<file path="src/rtl/lsu_pkg.sv">
// Shared definitions for the load/store unit: FSM states, RV32I funct3
// encodings, access-size decode and illegal-encoding detection.
package lsu_pkg;

  // Access sequencing states.
  typedef enum logic [1:0] {
    IDLE = 2'd0,
    REQ  = 2'd1,
    WAIT = 2'd2,
    DONE = 2'd3
  } lsu_state_e;

  // Width of a single access, decoded from funct3[1:0].
  typedef enum logic [1:0] {
    SZ_B = 2'd0,
    SZ_H = 2'd1,
    SZ_W = 2'd2
  } lsu_size_e;

  // RV32I load encodings.
  localparam logic [2:0] F3_LB  = 3'b000;
  localparam logic [2:0] F3_LH  = 3'b001;
  localparam logic [2:0] F3_LW  = 3'b010;
  localparam logic [2:0] F3_LBU = 3'b100;
  localparam logic [2:0] F3_LHU = 3'b101;

  // RV32I store encodings.
  localparam logic [2:0] F3_SB  = 3'b000;
  localparam logic [2:0] F3_SH  = 3'b001;
  localparam logic [2:0] F3_SW  = 3'b010;

  // Encodings with no RV32I load/store meaning; they fault without a bus access.
  localparam logic [2:0] F3_ILL_011 = 3'b011;
  localparam logic [2:0] F3_ILL_110 = 3'b110;
  localparam logic [2:0] F3_ILL_111 = 3'b111;

  // Width of the access selected by funct3 (signedness is handled downstream).
  function automatic lsu_size_e f3_size(input logic [2:0] f3);
    case (f3)
      F3_LB, F3_LBU: return SZ_B;
      F3_LH, F3_LHU: return SZ_H;
      default:       return SZ_W;
    endcase
  endfunction

  // True for funct3 values that must fault immediately.
  function automatic logic f3_illegal(input logic [2:0] f3);
    return (f3 == F3_ILL_011) || (f3 == F3_ILL_110) || (f3 == F3_ILL_111);
  endfunction

endpackage

</file>
<file path="src/rtl/lsu_align.sv">
// Byte-lane steering for the load/store unit: store strobes, store-data
// lane replication and load-data right shift. Purely combinational.
module lsu_align
  import lsu_pkg::*;
(
  input  logic        we,
  input  logic [2:0]  funct3,
  input  logic [1:0]  offset,
  input  logic [31:0] wdata,
  input  logic [31:0] rdata,
  output logic [3:0]  wstrb,
  output logic [31:0] wdata_lanes,
  output logic [31:0] rdata_shifted
);

  // Strobes and replicated store data from access size and byte offset.
  always_comb begin
    // NOTE: every output gets a default first so no path leaves it unassigned (no latch).
    wstrb       = 4'b0000;
    wdata_lanes = wdata;
    case (f3_size(funct3))
      SZ_B: begin
        wdata_lanes = {4{wdata[7:0]}};
        wstrb       = 4'b0001 << offset;
      end
      SZ_H: begin
        wdata_lanes = {2{wdata[15:0]}};
        wstrb       = 4'b0011 << offset;
      end
      default: begin
        wdata_lanes = wdata;
        wstrb       = 4'b1111;
      end
    endcase
    // Loads never write any lane.
    if (!we) begin
      wstrb = 4'b0000;
    end
  end

  // Move the addressed byte down to bits [7:0] for the load-extension unit.
  assign rdata_shifted = rdata >> {offset, 3'b000};

endmodule

</file>
<file path="src/rtl/load_store_unit.sv">
// RV32I load/store unit: accepts one access from the datapath, runs a
// request/response handshake on a word-wide bus, and returns a one-cycle
// completion pulse with shifted load data or a fault.
// Build option: define MISALIGN_TRAP_EN to fault misaligned halfword/word
// accesses instead of silently clearing the offending low address bits.
module load_store_unit
  import lsu_pkg::*;
#(
  parameter int unsigned TIMEOUT = 255
)(
  input  logic        clk,
  input  logic        reset,
  input  logic        req_valid,
  input  logic        req_we,
  input  logic [2:0]  req_funct3,
  input  logic [31:0] req_addr,
  input  logic [31:0] req_wdata,
  output logic        stall,
  output logic        resp_valid,
  output logic [31:0] resp_rdata,
  output logic        fault,
  output logic        bus_req_valid,
  input  logic        bus_req_ready,
  output logic [31:0] bus_addr,
  output logic        bus_we,
  output logic [3:0]  bus_wstrb,
  output logic [31:0] bus_wdata,
  input  logic        bus_resp_valid,
  input  logic [31:0] bus_rdata,
  input  logic        bus_resp_err
);

  localparam logic [15:0] TIMEOUT_CNT = 16'(TIMEOUT);

  lsu_state_e  state_q, state_d;
  logic [15:0] cnt_q, cnt_d;
  logic        we_q, we_d;
  logic [2:0]  funct3_q, funct3_d;
  logic [31:0] addr_q, addr_d;
  logic [31:0] wdata_q, wdata_d;
  logic        bus_req_valid_q, bus_req_valid_d;
  logic        resp_valid_q, resp_valid_d;
  logic        fault_q, fault_d;
  logic [31:0] resp_rdata_q, resp_rdata_d;

  lsu_size_e   req_size;
  logic        req_illegal;
  logic        req_misaligned;
  logic [31:0] req_addr_eff;
  logic [15:0] cnt_inc;
  logic        timeout_hit;
  logic [31:0] rdata_shifted;

  assign req_illegal = f3_illegal(req_funct3);
  assign cnt_inc     = cnt_q + 16'd1;
  // The current REQ/WAIT cycle is the last one allowed.
  assign timeout_hit = (cnt_inc == TIMEOUT_CNT);

  // Alignment policy for the incoming request: trap, or clear the low bits.
  always_comb begin
    req_size       = f3_size(req_funct3);
    req_addr_eff   = req_addr;
`ifdef MISALIGN_TRAP_EN
    req_misaligned = ((req_size == SZ_H) && req_addr[0]) ||
                     ((req_size == SZ_W) && (req_addr[1:0] != 2'b00));
`else
    req_misaligned = 1'b0;
    case (req_size)
      SZ_H:    req_addr_eff[0]   = 1'b0;
      SZ_W:    req_addr_eff[1:0] = 2'b00;
      default: req_addr_eff      = req_addr;
    endcase
`endif
  end

  lsu_align u_align (
    .we            (we_q),
    .funct3        (funct3_q),
    .offset        (addr_q[1:0]),
    .wdata         (wdata_q),
    .rdata         (bus_rdata),
    .wstrb         (bus_wstrb),
    .wdata_lanes   (bus_wdata),
    .rdata_shifted (rdata_shifted)
  );

  // Next-state and registered-output logic for the access sequencer.
  always_comb begin
    state_d         = state_q;
    cnt_d           = cnt_q;
    we_d            = we_q;
    funct3_d        = funct3_q;
    addr_d          = addr_q;
    wdata_d         = wdata_q;
    bus_req_valid_d = bus_req_valid_q;
    resp_valid_d    = 1'b0;
    fault_d         = 1'b0;
    resp_rdata_d    = resp_rdata_q;

    case (state_q)
      IDLE: begin
        if (req_valid) begin
          we_d     = req_we;
          funct3_d = req_funct3;
          addr_d   = req_addr_eff;
          wdata_d  = req_wdata;
          cnt_d    = 16'd0;
          if (req_illegal || req_misaligned) begin
            // Fault straight away; the bus never sees this access.
            state_d      = DONE;
            resp_valid_d = 1'b1;
            fault_d      = 1'b1;
            resp_rdata_d = 32'd0;
          end else begin
            state_d         = REQ;
            bus_req_valid_d = 1'b1;
          end
        end
      end

      REQ: begin
        cnt_d = cnt_inc;
        // The timeout wins over a late grant so REQ+WAIT never exceeds TIMEOUT cycles.
        if (timeout_hit) begin
          state_d         = DONE;
          bus_req_valid_d = 1'b0;
          resp_valid_d    = 1'b1;
          fault_d         = 1'b1;
          resp_rdata_d    = 32'd0;
        end else if (bus_req_ready) begin
          state_d         = WAIT;
          bus_req_valid_d = 1'b0;
        end
      end

      WAIT: begin
        cnt_d = cnt_inc;
        // A response arriving in the final allowed cycle still completes normally.
        if (bus_resp_valid) begin
          state_d      = DONE;
          resp_valid_d = 1'b1;
          fault_d      = bus_resp_err;
          resp_rdata_d = (!we_q && !bus_resp_err) ? rdata_shifted : 32'd0;
        end else if (timeout_hit) begin
          state_d      = DONE;
          resp_valid_d = 1'b1;
          fault_d      = 1'b1;
          resp_rdata_d = 32'd0;
        end
      end

      DONE: begin
        state_d = IDLE;
      end

      default: begin
        state_d         = IDLE;
        bus_req_valid_d = 1'b0;
      end
    endcase
  end

  // State register; reset abandons any in-flight access at once.
  always_ff @(posedge clk or posedge reset) begin
    if (reset) begin
      // NOTE: the latched request fields are reset too, so bus outputs are defined straight out of reset.
      state_q         <= IDLE;
      cnt_q           <= 16'd0;
      we_q            <= 1'b0;
      funct3_q        <= 3'b000;
      addr_q          <= 32'd0;
      wdata_q         <= 32'd0;
      bus_req_valid_q <= 1'b0;
      resp_valid_q    <= 1'b0;
      fault_q         <= 1'b0;
      resp_rdata_q    <= 32'd0;
    end else begin
      // NOTE: non-blocking assignments so every flop samples pre-edge values.
      state_q         <= state_d;
      cnt_q           <= cnt_d;
      we_q            <= we_d;
      funct3_q        <= funct3_d;
      addr_q          <= addr_d;
      wdata_q         <= wdata_d;
      bus_req_valid_q <= bus_req_valid_d;
      resp_valid_q    <= resp_valid_d;
      fault_q         <= fault_d;
      resp_rdata_q    <= resp_rdata_d;
    end
  end

  assign stall         = req_valid && (state_q != DONE);
  assign resp_valid    = resp_valid_q;
  assign resp_rdata    = resp_rdata_q;
  assign fault         = fault_q;
  assign bus_req_valid = bus_req_valid_q;
  assign bus_addr      = {addr_q[31:2], 2'b00};
  assign bus_we        = we_q;

endmodule

</file>
<file path="config.mk">
export PLATFORM = sky130hd
export DESIGN_NAME = load_store_unit
export DESIGN_NICKNAME = d
export VERILOG_FILES = /design/src/rtl/lsu_pkg.sv /design/src/rtl/lsu_align.sv /design/src/rtl/load_store_unit.sv
export SDC_FILE = /design/constraint.sdc
export NUM_CORES = 1
export LEC_CHECK = 0
export ABC_AREA = 1
export CORE_ASPECT_RATIO = 1.75
export CORE_MARGIN = 2
export CORE_UTILIZATION = 43
export DETAILED_ROUTE_END_ITERATION = 12
export PLACE_DENSITY = 0.78
export SLEW_MARGIN = 20
export SYNTH_ARGS = -nofsm -noshare
export SYNTH_HDL_FRONTEND = slang
export SYNTH_SLANG_ARGS = --single-unit
</file>
<file path="constraint.sdc">
create_clock -name clk -period 3.8 [get_ports clk]
set_input_delay 0.38 -clock clk [delete_from_list [all_inputs] [get_ports clk]]
set_output_delay 0.38 -clock clk [all_outputs]
set_load 0.02 [all_outputs]
</file>
==> results.md <==
- I/O Pins: 211
- Seq/Total Area, Yosys: 44.2%
- Worst path top cell family by delay: simple AND/OR/NAND/NOR gates
- Area of the core: roughly 15000 µm²
- Tot GR Track Use: around a quarter
- Vias in the first global route: 6554
- RR Startpoint: state_q[0]
- Worst Path Buf+Inv: 1
- Slew HR: 40.7%
- Final-report hold violation count: 0
- Final wirelength: around 20000 µm
- Crit path cell chain: nor2_1 > nand2_1 > o211ai_1 > clkdlybuf4s50_1
- Max frequency: 319 MHz
- Die extent in y: roughly 170 µm
- HPWL after DPL: 14700 µm
- Clock slew at reported path FFs: roughly 0.060 ns
- Reg area: roughly 3000 µm²
- Routed vias/inst: 5.03
- Drt wl/cell: roughly 15 µm
- Synth top area cells: dfrtp_1 (44%), nand2_1 (27%), o21ai_0 (4.9%)
- CP Class: register to primary output
- Pre-antenna DRT Iters: 6
- Pwr per Cell Area: between 700 and 800 nW/µm²
- Worst path depth: 4
- Top_reg_cell synth: dfrtp_1
- Post-route design area: 9350 µm²
- CP endpoint kind: primary output
- Most used routing layer: met2
- Static Leakage: 0.00464 µW
- Input/output buffers: about 210
- Async SR Flop Fraction: between 90% and 100%
- Slowest-stage cell, CP: nor2_1
- Largest net degree at the start of global routing: 63
- Cells after synthesis: 974
- Number of synthesized flops with an enable pin: 0
- Outcome: finished clean
- Final Wtd Congestion: 0.896
- Antenna viol nets, final: 0
- Die area: 16900 µm²
- Area after DPL: just under 9000 µm²
- Diode count: 0
- CP startpoint: funct3_q[1]
- Setup violators final: 0
- Setup crit start kind: register
- WHS: approximately 0.43 ns
- Met1 Use GR: 25.5%
- Hold Buf Count CTS: 0
- Peak VDD IR: between 0.6 and 0.7 mV
- Hold Crit Class: input pin to asynchronous set/reset pin
- Worst R2R End: resp_rdata[28]
- FF-to-FF setup slack: a little over 1 ns
- Post-CTS Setup Bufs: 0
- Max Cap Viol: 0
- Total grt overflow: 0
- Layout Skew: approximately 0.013 ns
- Multi-input logic area: 3110 µm²
- Share of layout cells above drive strength 1: between 7 and 8%
- Most common cell in the netlist: nand2_1
- Slew Limit Fails: 0
- Crit-path max cell delay: ~0.7 ns
- Grt met2 use: between 40% and 50%
- Avg Cell Area, Syn: ~7.0 µm²
- Max clock buf depth: 2
- Nets: roughly 1200
- Post-route minimum period: 3.14 ns
- Clk sinks: 120
- Synth Warn #: 0
- Die extent in x: approximately 100 µm
- Final TNS setup: 0 ns
- R2R cell count: 10
- Via count: 6705
- Final WS setup: about 0.66 ns
- CTS Root Cell: clkbuf_16
- Worst Path Required: roughly 3.4 ns
- CTS tree: built
- Synth Register Bits: 120
- DRC Markers: 0
- Number of library cell types mapped by synthesis: 30
- Actual slew at the worst max-slew pin: ~0.89 ns
- Mapped cell area: between 6000 and 7000 µm²
- Met3 Use GR: 4.27%
- Critical Path AT: ~2.8 ns
- Post-CTS Resized: 0
- Synth cell count leaders: nand2_1 (489), dfrtp_1 (120), o21ai_0 (66), inv_1 (60), buf_4 (40)
- Tcrit/Tclk final: between 80 and 90%
- Fillers: between 1000 and 1500
- FP Rows: 60
- Synth area leader: dfrtp_1
- Initial core utilization: 44.2%
- Pre-CTS setup slack: 0.941 ns
- Area delta synth->final: 37.4%
- CTS Buf Count: 17
- H-tree depth: 4
- Crit Path Max Fanout: 23
- First-pass GRT wire length: ~32000 µm
- RSZ-0062 raised after global routing: false
- DRT iter0 DRCs: 249
- Antenna violations before repair: 0
- Worst setup path end: bus_wdata[30]
- Post-synth top area share: around 44%
- Clk Latency, worst-skew pair: between 0.4 and 0.5 ns
[per-stage QoR]
step / cells / total power, µW / utilization, %
floorplan: 975 / 4290 / -
global placement: 1301 / 5490 / 56.8
detailed placement: 1301 / 5520 / 56.8
CTS: 1333 / 7200 / 60.7
global route: 1333 / 7620 / 60.7
finish: 1333 / 7150 / 60.7
[layer usage]
layer / share of wire (%) / wire, µm
met3: 5.1 / 1020
met5: 0 / 0
met1: 37 / 7350
met2: 53 / 10500
met4: 5.4 / 1080
[state kept, by name, indices dropped and copies added, names as in the netlist]
signal / flops
state_q: 2
wdata_q: 32
cnt_q: 16
bus_we: 1
resp_rdata: 32
bus_req_valid: 1
resp_valid: 1
funct3_q: 2
addr_q: 32
fault: 1
[cell families (layout without fill, tap and decap cells)]
logic type      Yosys count  count (layout)  share of synthesized area (%)
compound gates           93              93                           7.31
fa+ha+maj                 6               6                           1.10
xor+xnor                  1               1                          0.129
other cells               1               2                         0.0552
buf+inv                 142             314                           10.3
simple gates            611             611                           37.0
flops                   120             120                           44.2
[report_power, final]
group / switching, µW / internal, µW / leakage, µW
combinational: 2120 / 1350 / 0.00278
clock: 637 / 999 / 0.000292
sequential: 359 / 1680 / 0.00156
total: 3110 / 4030 / 0.00464
[worst min path at each step]
stage                        to         from  slack, ns
floorplan           wdata_q[16]  wdata_q[16]       0.45
global placement      addr_q[3]    addr_q[3]       0.46
detailed placement   addr_q[17]   addr_q[17]       0.46
CTS                  wdata_q[5]        reset       0.44
global route        wdata_q[30]  wdata_q[30]       0.49
finish               wdata_q[9]        reset       0.43
[final cells by class]
class	instances	share of cell area (%)
multi-input combinational	713	33.2
sequential	120	32.1
timing repair buffer	218	23.1
clock buffer	18	4.70
inverter	64	2.60
tap	186	2.49
clock inverter	14	1.75
[worst reg2reg max path, stage by stage (launching register included)]
cell     delay [ns]
dfrtp_1        0.42
inv_1          0.10
ha_1           0.27
nand2_1        0.13
nand2_1        0.11
inv_1          0.44
nand2_1        0.44
nor2_2         0.23
buf_4          0.35
nand3_1        0.13
nand2_1        0.09
[cell usage in the layout, fill, tap and decap left out, types with 2 or more instances in the layout]
cell type | netlist | routed
nor2_2 | 8 | 9
inv_6 | 0 | 5
nand4_1 | 9 | 9
nand3_1 | 31 | 31
clkdlybuf4s50_1 | 0 | 208
nand3_2 | 4 | 4
nand2_2 | 24 | 25
inv_1 | 60 | 59
o21ai_0 | 66 | 66
inv_2 | 2 | 2
bufinv_16 | 0 | 2
conb_1 | 1 | 2
ha_1 | 6 | 6
dfrtp_1 | 120 | 120
and2_1 | 2 | 2
a21oi_1 | 6 | 6
buf_4 | 40 | 10
clkinv_4 | 0 | 6
nor2_1 | 32 | 31
nor3_1 | 7 | 7
o211ai_1 | 3 | 3
clkbuf_16 | 0 | 17
nor2_4 | 2 | 2
o22ai_1 | 16 | 16
clkinv_1 | 2 | 2
nand2_1 | 489 | 488
(Power assumes the default switching activity.)
